`config.mk`:
```
export PLATFORM = sky130hd
export DESIGN_NAME = dds_conf_decoder_mc
export DESIGN_NICKNAME = d
export VERILOG_FILES = /design/src/rtl/dds_conf_decoder_mc.sv
export SDC_FILE = /design/constraint.sdc
export NUM_CORES = 1
export LEC_CHECK = 0
export CORE_MARGIN = 5
export CORE_UTILIZATION = 53
export DETAILED_ROUTE_END_ITERATION = 10
export PLACE_DENSITY = 0.8
export SYNTH_ARGS = -nofsm -noshare
export SYNTH_HDL_FRONTEND = slang
export SYNTH_SLANG_ARGS = --single-unit
```
`constraint.sdc`:
```
create_clock -name dds_clk -period 2.2 [get_ports dds_clk]
set_input_delay 0.44 -clock dds_clk [delete_from_list [all_inputs] [get_ports dds_clk]]
set_output_delay 0.44 -clock dds_clk [all_outputs]
set_load 0.02 [all_outputs]
```
`src/rtl/dds_conf_decoder_mc.sv`:
```
// Multi-channel DDS configuration decoder: header/payload word stream into per-channel
// shadow registers, atomically committed to the active DDS outputs by a masked COMMIT.
module dds_conf_decoder_mc #(
  parameter int N_CH   = 4,
  parameter int FW     = 32,
  parameter int PW     = 12,
  parameter int TW     = 2,
  parameter int TO_CYC = 255
) (
  input  logic                 dds_clk,
  input  logic                 rst_n,
  input  logic [31:0]          cfg_data,
  input  logic                 cfg_valid,
  output logic                 cfg_ready,
  input  logic                 dds_work_flag,
  output logic [N_CH-1:0]      dds_en,
  output logic [N_CH-1:0]      set_flag,
  output logic [N_CH*FW-1:0]   f_word,
  output logic [N_CH*PW-1:0]   p_word,
  output logic [N_CH*TW-1:0]   wave_type,
  output logic                 err,
  output logic [1:0]           err_code,
  output logic                 busy
);

  localparam int TMW = (TO_CYC < 2) ? 1 : $clog2(TO_CYC + 1);

  typedef enum logic {S_HDR, S_PAY} state_t;

  state_t           state_q, state_d;
  logic             ready_q;
  logic [3:0]       pch_q, pch_d;
  logic [TMW-1:0]   timer_q, timer_d;
  logic             err_q, err_d;
  logic [1:0]       err_code_q, err_code_d;
  logic [N_CH-1:0]  set_flag_q, set_flag_d;
  logic [N_CH-1:0]  dds_en_q, dds_en_d;

  logic [FW-1:0]    sh_f_q [N_CH];
  logic [FW-1:0]    sh_f_d [N_CH];
  logic [PW-1:0]    sh_p_q [N_CH];
  logic [PW-1:0]    sh_p_d [N_CH];
  logic [TW-1:0]    sh_t_q [N_CH];
  logic [TW-1:0]    sh_t_d [N_CH];
  logic [N_CH-1:0]  sh_e_q, sh_e_d;

  logic [FW-1:0]    act_f_q [N_CH];
  logic [FW-1:0]    act_f_d [N_CH];
  logic [PW-1:0]    act_p_q [N_CH];
  logic [PW-1:0]    act_p_d [N_CH];
  logic [TW-1:0]    act_t_q [N_CH];
  logic [TW-1:0]    act_t_d [N_CH];
  logic [N_CH-1:0]  act_e_q, act_e_d;

  logic [3:0]       op;
  logic [3:0]       ch;
  logic [N_CH-1:0]  mask;
  logic             accept;
  logic             ch_ok;

  assign op     = cfg_data[31:28];
  assign ch     = cfg_data[27:24];
  assign mask   = cfg_data[N_CH-1:0];
  assign accept = cfg_valid & ready_q;
  assign ch_ok  = ({28'd0, ch} < 32'(N_CH));

  always_comb begin
    state_d    = state_q;
    pch_d      = pch_q;
    timer_d    = timer_q;
    err_d      = 1'b0;
    err_code_d = err_code_q;
    set_flag_d = '0;
    sh_f_d     = sh_f_q;
    sh_p_d     = sh_p_q;
    sh_t_d     = sh_t_q;
    sh_e_d     = sh_e_q;
    act_f_d    = act_f_q;
    act_p_d    = act_p_q;
    act_t_d    = act_t_q;
    act_e_d    = act_e_q;

    case (state_q)
      S_HDR: begin
        if (accept) begin
          if (op >= 4'h1 && op <= 4'h4 && !ch_ok) begin
            err_d      = 1'b1;
            err_code_d = 2'd2;
          end else begin
            case (op)
              4'h0: ;
              4'h1: begin
                state_d = S_PAY;
                pch_d   = ch;
                timer_d = '0;
              end
              4'h2: for (int i = 0; i < N_CH; i++)
                      if (ch == 4'(i)) sh_p_d[i] = cfg_data[PW-1:0];
              4'h3: for (int i = 0; i < N_CH; i++)
                      if (ch == 4'(i)) sh_t_d[i] = cfg_data[TW-1:0];
              4'h4: for (int i = 0; i < N_CH; i++)
                      if (ch == 4'(i)) sh_e_d[i] = cfg_data[0];
              4'h5: begin
                for (int i = 0; i < N_CH; i++) begin
                  if (mask[i]) begin
                    act_f_d[i] = sh_f_q[i];
                    act_p_d[i] = sh_p_q[i];
                    act_t_d[i] = sh_t_q[i];
                    act_e_d[i] = sh_e_q[i];
                  end
                end
                set_flag_d = mask;
              end
              default: begin
                err_d      = 1'b1;
                err_code_d = 2'd1;
              end
            endcase
          end
        end
      end
      S_PAY: begin
        // The payload word is raw data and never goes through the header decode.
        if (accept) begin
          for (int i = 0; i < N_CH; i++)
            if (pch_q == 4'(i)) sh_f_d[i] = cfg_data[FW-1:0];
          state_d = S_HDR;
        end else if (timer_q == TMW'(TO_CYC - 1)) begin
          err_d      = 1'b1;
          err_code_d = 2'd3;
          state_d    = S_HDR;
        end else begin
          timer_d = timer_q + 1'b1;
        end
      end
      default: state_d = S_HDR;
    endcase

    dds_en_d = act_e_d & {N_CH{dds_work_flag}};
  end

  always_ff @(posedge dds_clk) begin
    if (!rst_n) begin
      state_q    <= S_HDR;
      ready_q    <= 1'b0;
      pch_q      <= '0;
      timer_q    <= '0;
      err_q      <= 1'b0;
      err_code_q <= '0;
      set_flag_q <= '0;
      dds_en_q   <= '0;
      sh_e_q     <= '0;
      act_e_q    <= '0;
      for (int i = 0; i < N_CH; i++) begin
        sh_f_q[i]  <= '0;
        sh_p_q[i]  <= '0;
        sh_t_q[i]  <= '0;
        act_f_q[i] <= '0;
        act_p_q[i] <= '0;
        act_t_q[i] <= '0;
      end
    end else begin
      state_q    <= state_d;
      ready_q    <= 1'b1;
      pch_q      <= pch_d;
      timer_q    <= timer_d;
      err_q      <= err_d;
      err_code_q <= err_code_d;
      set_flag_q <= set_flag_d;
      dds_en_q   <= dds_en_d;
      sh_f_q     <= sh_f_d;
      sh_p_q     <= sh_p_d;
      sh_t_q     <= sh_t_d;
      sh_e_q     <= sh_e_d;
      act_f_q    <= act_f_d;
      act_p_q    <= act_p_d;
      act_t_q    <= act_t_d;
      act_e_q    <= act_e_d;
    end
  end

  generate
    for (genvar gi = 0; gi < N_CH; gi++) begin : g_out
      assign f_word[gi*FW +: FW]    = act_f_q[gi];
      assign p_word[gi*PW +: PW]    = act_p_q[gi];
      assign wave_type[gi*TW +: TW] = act_t_q[gi];
    end
  endgenerate

  assign cfg_ready = ready_q;
  assign dds_en    = dds_en_q;
  assign set_flag  = set_flag_q;
  assign err       = err_q;
  assign err_code  = err_code_q;
  assign busy      = (state_q == S_PAY);

endmodule

```
---- Word-level counts from Yosys, hierarchy flattened ----
Cells that the tools add are included.
storage, ports and cells
  bits in registers ....................... 401
  bits in latches ......................... 0
  memory bits (writable) .................. 0
  bits in read-only memories .............. 0
  input port bits ......................... 36
  output and inout bits ................... 197
  logic and storage cells ................. 131
  memories ................................ 0
operators by class
  add/subtract/negate cells ............... 1
  multipliers ............................. 0
  divide/modulo/power cells ............... 0
  order comparisons ....................... 3
  equality and inequality tests ........... 19
  shift operators ......................... 0
  muxes and demuxes ....................... 33
  bitwise operators ....................... 7
  reductions and logical operators ........ 31
operators with widths
  operator             count
  $reduce_and 5->1     17
  $mux 8               5
  $eq 4x2->1 const B   6
  $mux 4               4
  $pmux 8 s2           1
  $mux 1               15
  $eq 4x1->1 const B   3
  $logic_not 4->1      3
  $reduce_and 3->1     4
  $mux 2               5
  $add 8x1->8 const B  1
  $eq 4x3->1 const B   2
  $eq 8x8->1 const B   1
  $ne 2x2->1 const B   4
  $reduce_and 4->1     2
  $reduce_or 6->1      1
  $not 1->1            5
  $reduce_or 5->1      1
  $and 4x4->4          1
  $ge 4x1->1 const B   1
  $le 4x3->1 const B   1
  $lt 4x3->1 const B   1
  $ne 2x1->1 const B   2
  $pmux 1 s2           2
  5 further kinds      6

---- Depth between registers and ports, before layout ----
  depth in word-level cells ............... 7
  depth in mapped cells ................... 8
  mapped depth without buffers ............ 6

---- Least setup slack after synthesis ----
OpenSTA, ideal clock, no wires.
  path kind ............................... register to register
  from .................................... register ready_q, in the netlist cfg_ready
  to ...................................... register sh_f_q[65] in the netlist's numbering
  library setup time ...................... 0.070 ns
  arrival time ............................ 1.812 ns
  data required time ...................... 2.130 ns
  setup slack ............................. 0.317 ns
  stages on the path, launching flop included .. 9
  path buffers ............................ 2
  period minus slack after synthesis ...... 1.883 ns
  cell sequence ........................... dfxtp_1 and2_1 ha_1 nor3b_2 and3b_1 clkbuf_1 buf_2 nand2_1 a21oi_1
between the ends
  longest elaborated chain between the ends .. 2
RTL lines
  what                            RTL line  text
  start: declaration              31        logic ready_q;
  start signal: assignment        145       ready_q <= 1'b0;
  start signal: assignment        164       ready_q <= 1'b1;
  $and 1x1->1                     64        assign accept = cfg_valid & ready_q;
  $reduce_and 3->1 (no line)      n/a
  end signal: indexed assignment  155       sh_f_q[i] <= '0;
  end signal: assignment          171       sh_f_q <= sh_f_d;
  end: declaration                39        logic [FW-1:0] sh_f_q [N_CH];
No other way between the ends.
A chain may end at the register's enable or synchronous reset.

---- Final worst setup path ----
  from .................................... register act_f_q, in the netlist f_word[2]
  to ...................................... output f_word[2]
RTL lines
  what                      RTL line  text
  start: declaration        47        logic [FW-1:0] act_f_q [N_CH];
  start signal: assignment  175       act_f_q <= act_f_d;
  end: declaration          18        output logic [N_CH*FW-1:0] f_word,
No word-level cell between the ends.

==> key figures <==
Drt
  • Initial detailed-routing violation count: 1,219
  • Drt wl/cell: 17.5 µm
  • Post-Route WL: 40,500 µm
  • Total number of vias: 12,900
  • First-pass iteration count of the detailed router: 5
  • Post-DRT Antenna Nets: 0
  • DRC violation count after routing: 0
  • Vias/cell: 5.58

Finish
  • Fin util: 69.3%
  • Non-filler cells, final: 2,318
  • Ant diodes: 0
  • Nets: 1,989
  • Filler instances: 2,097
  • Area Growth Syn to Fin: 28.2%
  • Proportion of layout cells with a drive suffix above 1: 8.50%
  • Post-route cell area: 0.0187 mm²

Synth
  • Post-synth EDFFs: 0
  • Cell area after synthesis: 0.0146 mm²
  • Warnings, synthesis: 0
  • Post-synth top cells: 474 x nand2_1, 401 x dfxtp_1, 199 x nand3_1, 188 x o21ai_0, 133 x a21oi_1
  • Post-synthesis sequential area ratio: 54.9%
  • Ranking of synthesized cells by area: dfxtp_1 55%, nand2_1 12%, nand3_1 6.8%
  • Asr flop ratio synth: 0%
  • Count leader, synth: nand2_1
  • Synth unique cells: 48
  • Yosys reg bits: 401
  • Avg Cell Area, Syn: 8.30 µm²
  • Ys flop type: dfxtp_1
  • Synth Net Count: 1,800
  • Mapped Cells: 1,761
  • Synth area leader: dfxtp_1
  • Post-synth top area share: 54.9%

Power and ir drop
  • Power per cell area: 758 mW/mm²
  • Internal: 11,100 µW
  • Reg power frac: 51.1%
  • Leak: 0.00663 µW
  • Sw Ratio: 21.9%
  • Worst VDD drop: 0.000490 V
  • Sw power: 3110 µW
  • Total Power: 14,200 µW
  • Combinational share of power: 3.7%
  • Clock share of power: 45.2%

GRT
  • GRT Total Usage: 25.1%
  • First-pass GRT wire length: 63,900 µm
  • Pin count of the biggest net entering global routing: 95
  • Gr ovfl total: 0
  • Initial antenna violation count: 0
  • Vias in the first global route: 12,200

Setup path
  • CP arrival: 1.55 ns
  • Startpoint Class: flop
  • CP cell instances: clkdlybuf4s50_1
  • Slowest stage cell, crit path: clkdlybuf4s50_1
  • Slowest stage delay, CP: 0.63 ns
  • CP delay by family, top: buffers and inverters
  • Critical Path RT: 1.76 ns
  • CP Max Fanout: 2
  • CP Buf/Inv Count: 1
  • Crit path kind: reg2out
  • Setup crit end kind: output port

Timing
  • Worst setup margin: 0.212 ns
  • Final Cycle Share: 90.3%
  • Max-slew headroom: 52.1%
  • Final hold violation count: 0
  • Layout Skew: 0.0125 ns
  • Fin. max-slew vios: 0
  • Crit path time final: 1.99 ns
  • Setup violators final: 0
  • Max Freq: 503 MHz
  • RSZ-0062 raised after global routing: false
  • Worst-margin pin slew: 0.716 ns

Place
  • DP Area: 0.0175 mm²
  • Pre-CTS setup slack: -0.164 ns
  • DPL Wire Length: 26,400 µm
  • RD Place Congestion: 0.857
  • Post-Place Cells: 2,250
  • I/O Buffers: 232

Floorplanning
  • Cell Rows: 60
  • Die height: 176 µm
  • Number of I/O pins: 233
  • Core Area: 0.0270 mm²
  • DIE AREA: 0.0310 mm²
  • Initial Util: 54.1%
  • DIE WIDTH: 176 µm

Run status
  • Status: finished clean

CTS
  • CTS Hold Buffers Added: 0
  • H-tree levels: 2
  • TritonCTS Sinks: 401
  • Clk buf depth: 3
  • CTS buffer count: 39
  • Worst skew pair latency: 0.52 ns
  • CTS tree: yes
  • Root buf cell: clkbuf_16
  • Clk slew on worst S/H paths: 0.06 ns

Hold path
  • Hold/Removal Path Class: in2reg

Run
  • Max-cap viol count: 0
-- final cells by class --
cell class	instances	area [µm²]	area share (%)
clock buffer	55	1160	6.18
clock inverter	13	87.6	0.467
inverter	4	20.0	0.107
multi-input combinational	1194	5860	31.3
sequential	401	8030	42.8
tap	341	427	2.28
timing repair buffer	310	3160	16.9
-- path summary, 6_finish.rpt --
| kind | startpoint | end | slack [ns] | cells after the start |
|---|---|---|---|---|
| min reg2reg | sh_f_q[61]$_SDFFE_PN0P_ | sh_f_q[61]$_SDFFE_PN0P_ | 0.45 | 2 |
| max | f_word[2]$_SDFFE_PN0P_ | f_word[2] | 0.21 | 1 |
| min | rst_n | cfg_ready$_DFF_P_ | 0.20 | 1 |
| max reg2reg | timer_q[3]$_SDFFE_PN0P_ | timer_q[5]$_SDFFE_PN0P_ | 0.35 | 5 |
-- per-layer routing --
| metal | up-vias | part of all wire (%) | routed length (µm) | GRT usage, % |
|---|---|---|---|---|
| li1 | 6249 | - | - | - |
| met3 | 101 | 7.1 | 2890 | 4.09 |
| met1 | 6064 | 44 | 17900 | 35.0 |
| met2 | 524 | 45 | 18300 | 39.6 |
| met5 | - | 0 | 0 | 0 |
| met4 | 0 | 3.6 | 1460 | 9.19 |
-- cells by family (layout without fill, tap and decap cells) --
kind of cell | Yosys count | count (layout) | synth area share [%]
compound gates | 348 | 348 | 12.6
xor+xnor | 2 | 2 | 0.120
fa+ha+maj | 3 | 3 | 0.257
flops | 401 | 401 | 54.9
mux | 55 | 55 | 3.77
simple gates | 786 | 786 | 23.4
buf+inv | 166 | 382 | 4.98
-- registers in the layout (all words and copies together), names as in the netlist --
register / flops
busy: 1
sh_p_q: 48
cfg_ready: 1
set_flag: 4
f_word: 128
act_e_q: 4
dds_en: 4
sh_f_q: 128
p_word: 48
sh_e_q: 4
pch_q: 4
timer_q: 8
sh_t_q: 8
err: 1
wave_type: 8
err_code: 2
-- timing repair --
item / in CTS / in global routing
buffers inserted: 0 / 0
setup endpoints to repair: 1 / 0
endpoints found under the hold margin: 0 / 0
gates resized for setup: 1 / 0
-- power groups by stage --
stage	combinational [µW]	clock [µW]	sequential, µW
floorplan	245	0	7440
global placement	510	0	7430
detailed placement	512	0	7430
CTS	516	6490	7270
global route	550	6810	7270
finish	525	6420	7270
-- through the flow --
step                      TNS, ns  hold slack, ns
after floorplan                 0           0.432
after global placement      -7.59           0.439
after detailed placement   -17.44           0.447
after CTS                       0           0.189
after global routing            0           0.191
final                           0           0.196
-- placed cells by master (no fill, tap or decap), types with 2 or more instances in the layout --
cell / n
a21oi_1: 133
a21oi_2: 10
and2_1: 2
and3_1: 3
and3b_1: 3
buf_12: 20
buf_4: 58
clkbuf_1: 5
clkbuf_16: 40
clkbuf_8: 10
clkdlybuf4s50_1: 230
clkinv_2: 8
clkinvlp_4: 3
dfxtp_1: 401
ha_1: 3
inv_1: 3
inv_6: 2
mux2i_1: 55
nand2_1: 474
nand2b_1: 2
nand3_1: 199
nand3_2: 3
nand4_1: 9
nor2_1: 69
nor3_1: 2
nor3b_2: 2
nor4_1: 2
nor4b_2: 4
o211a_1: 3
o211ai_1: 2
o21ai_0: 188
o22ai_1: 4
or3_1: 2
(Power assumes the default switching activity.)
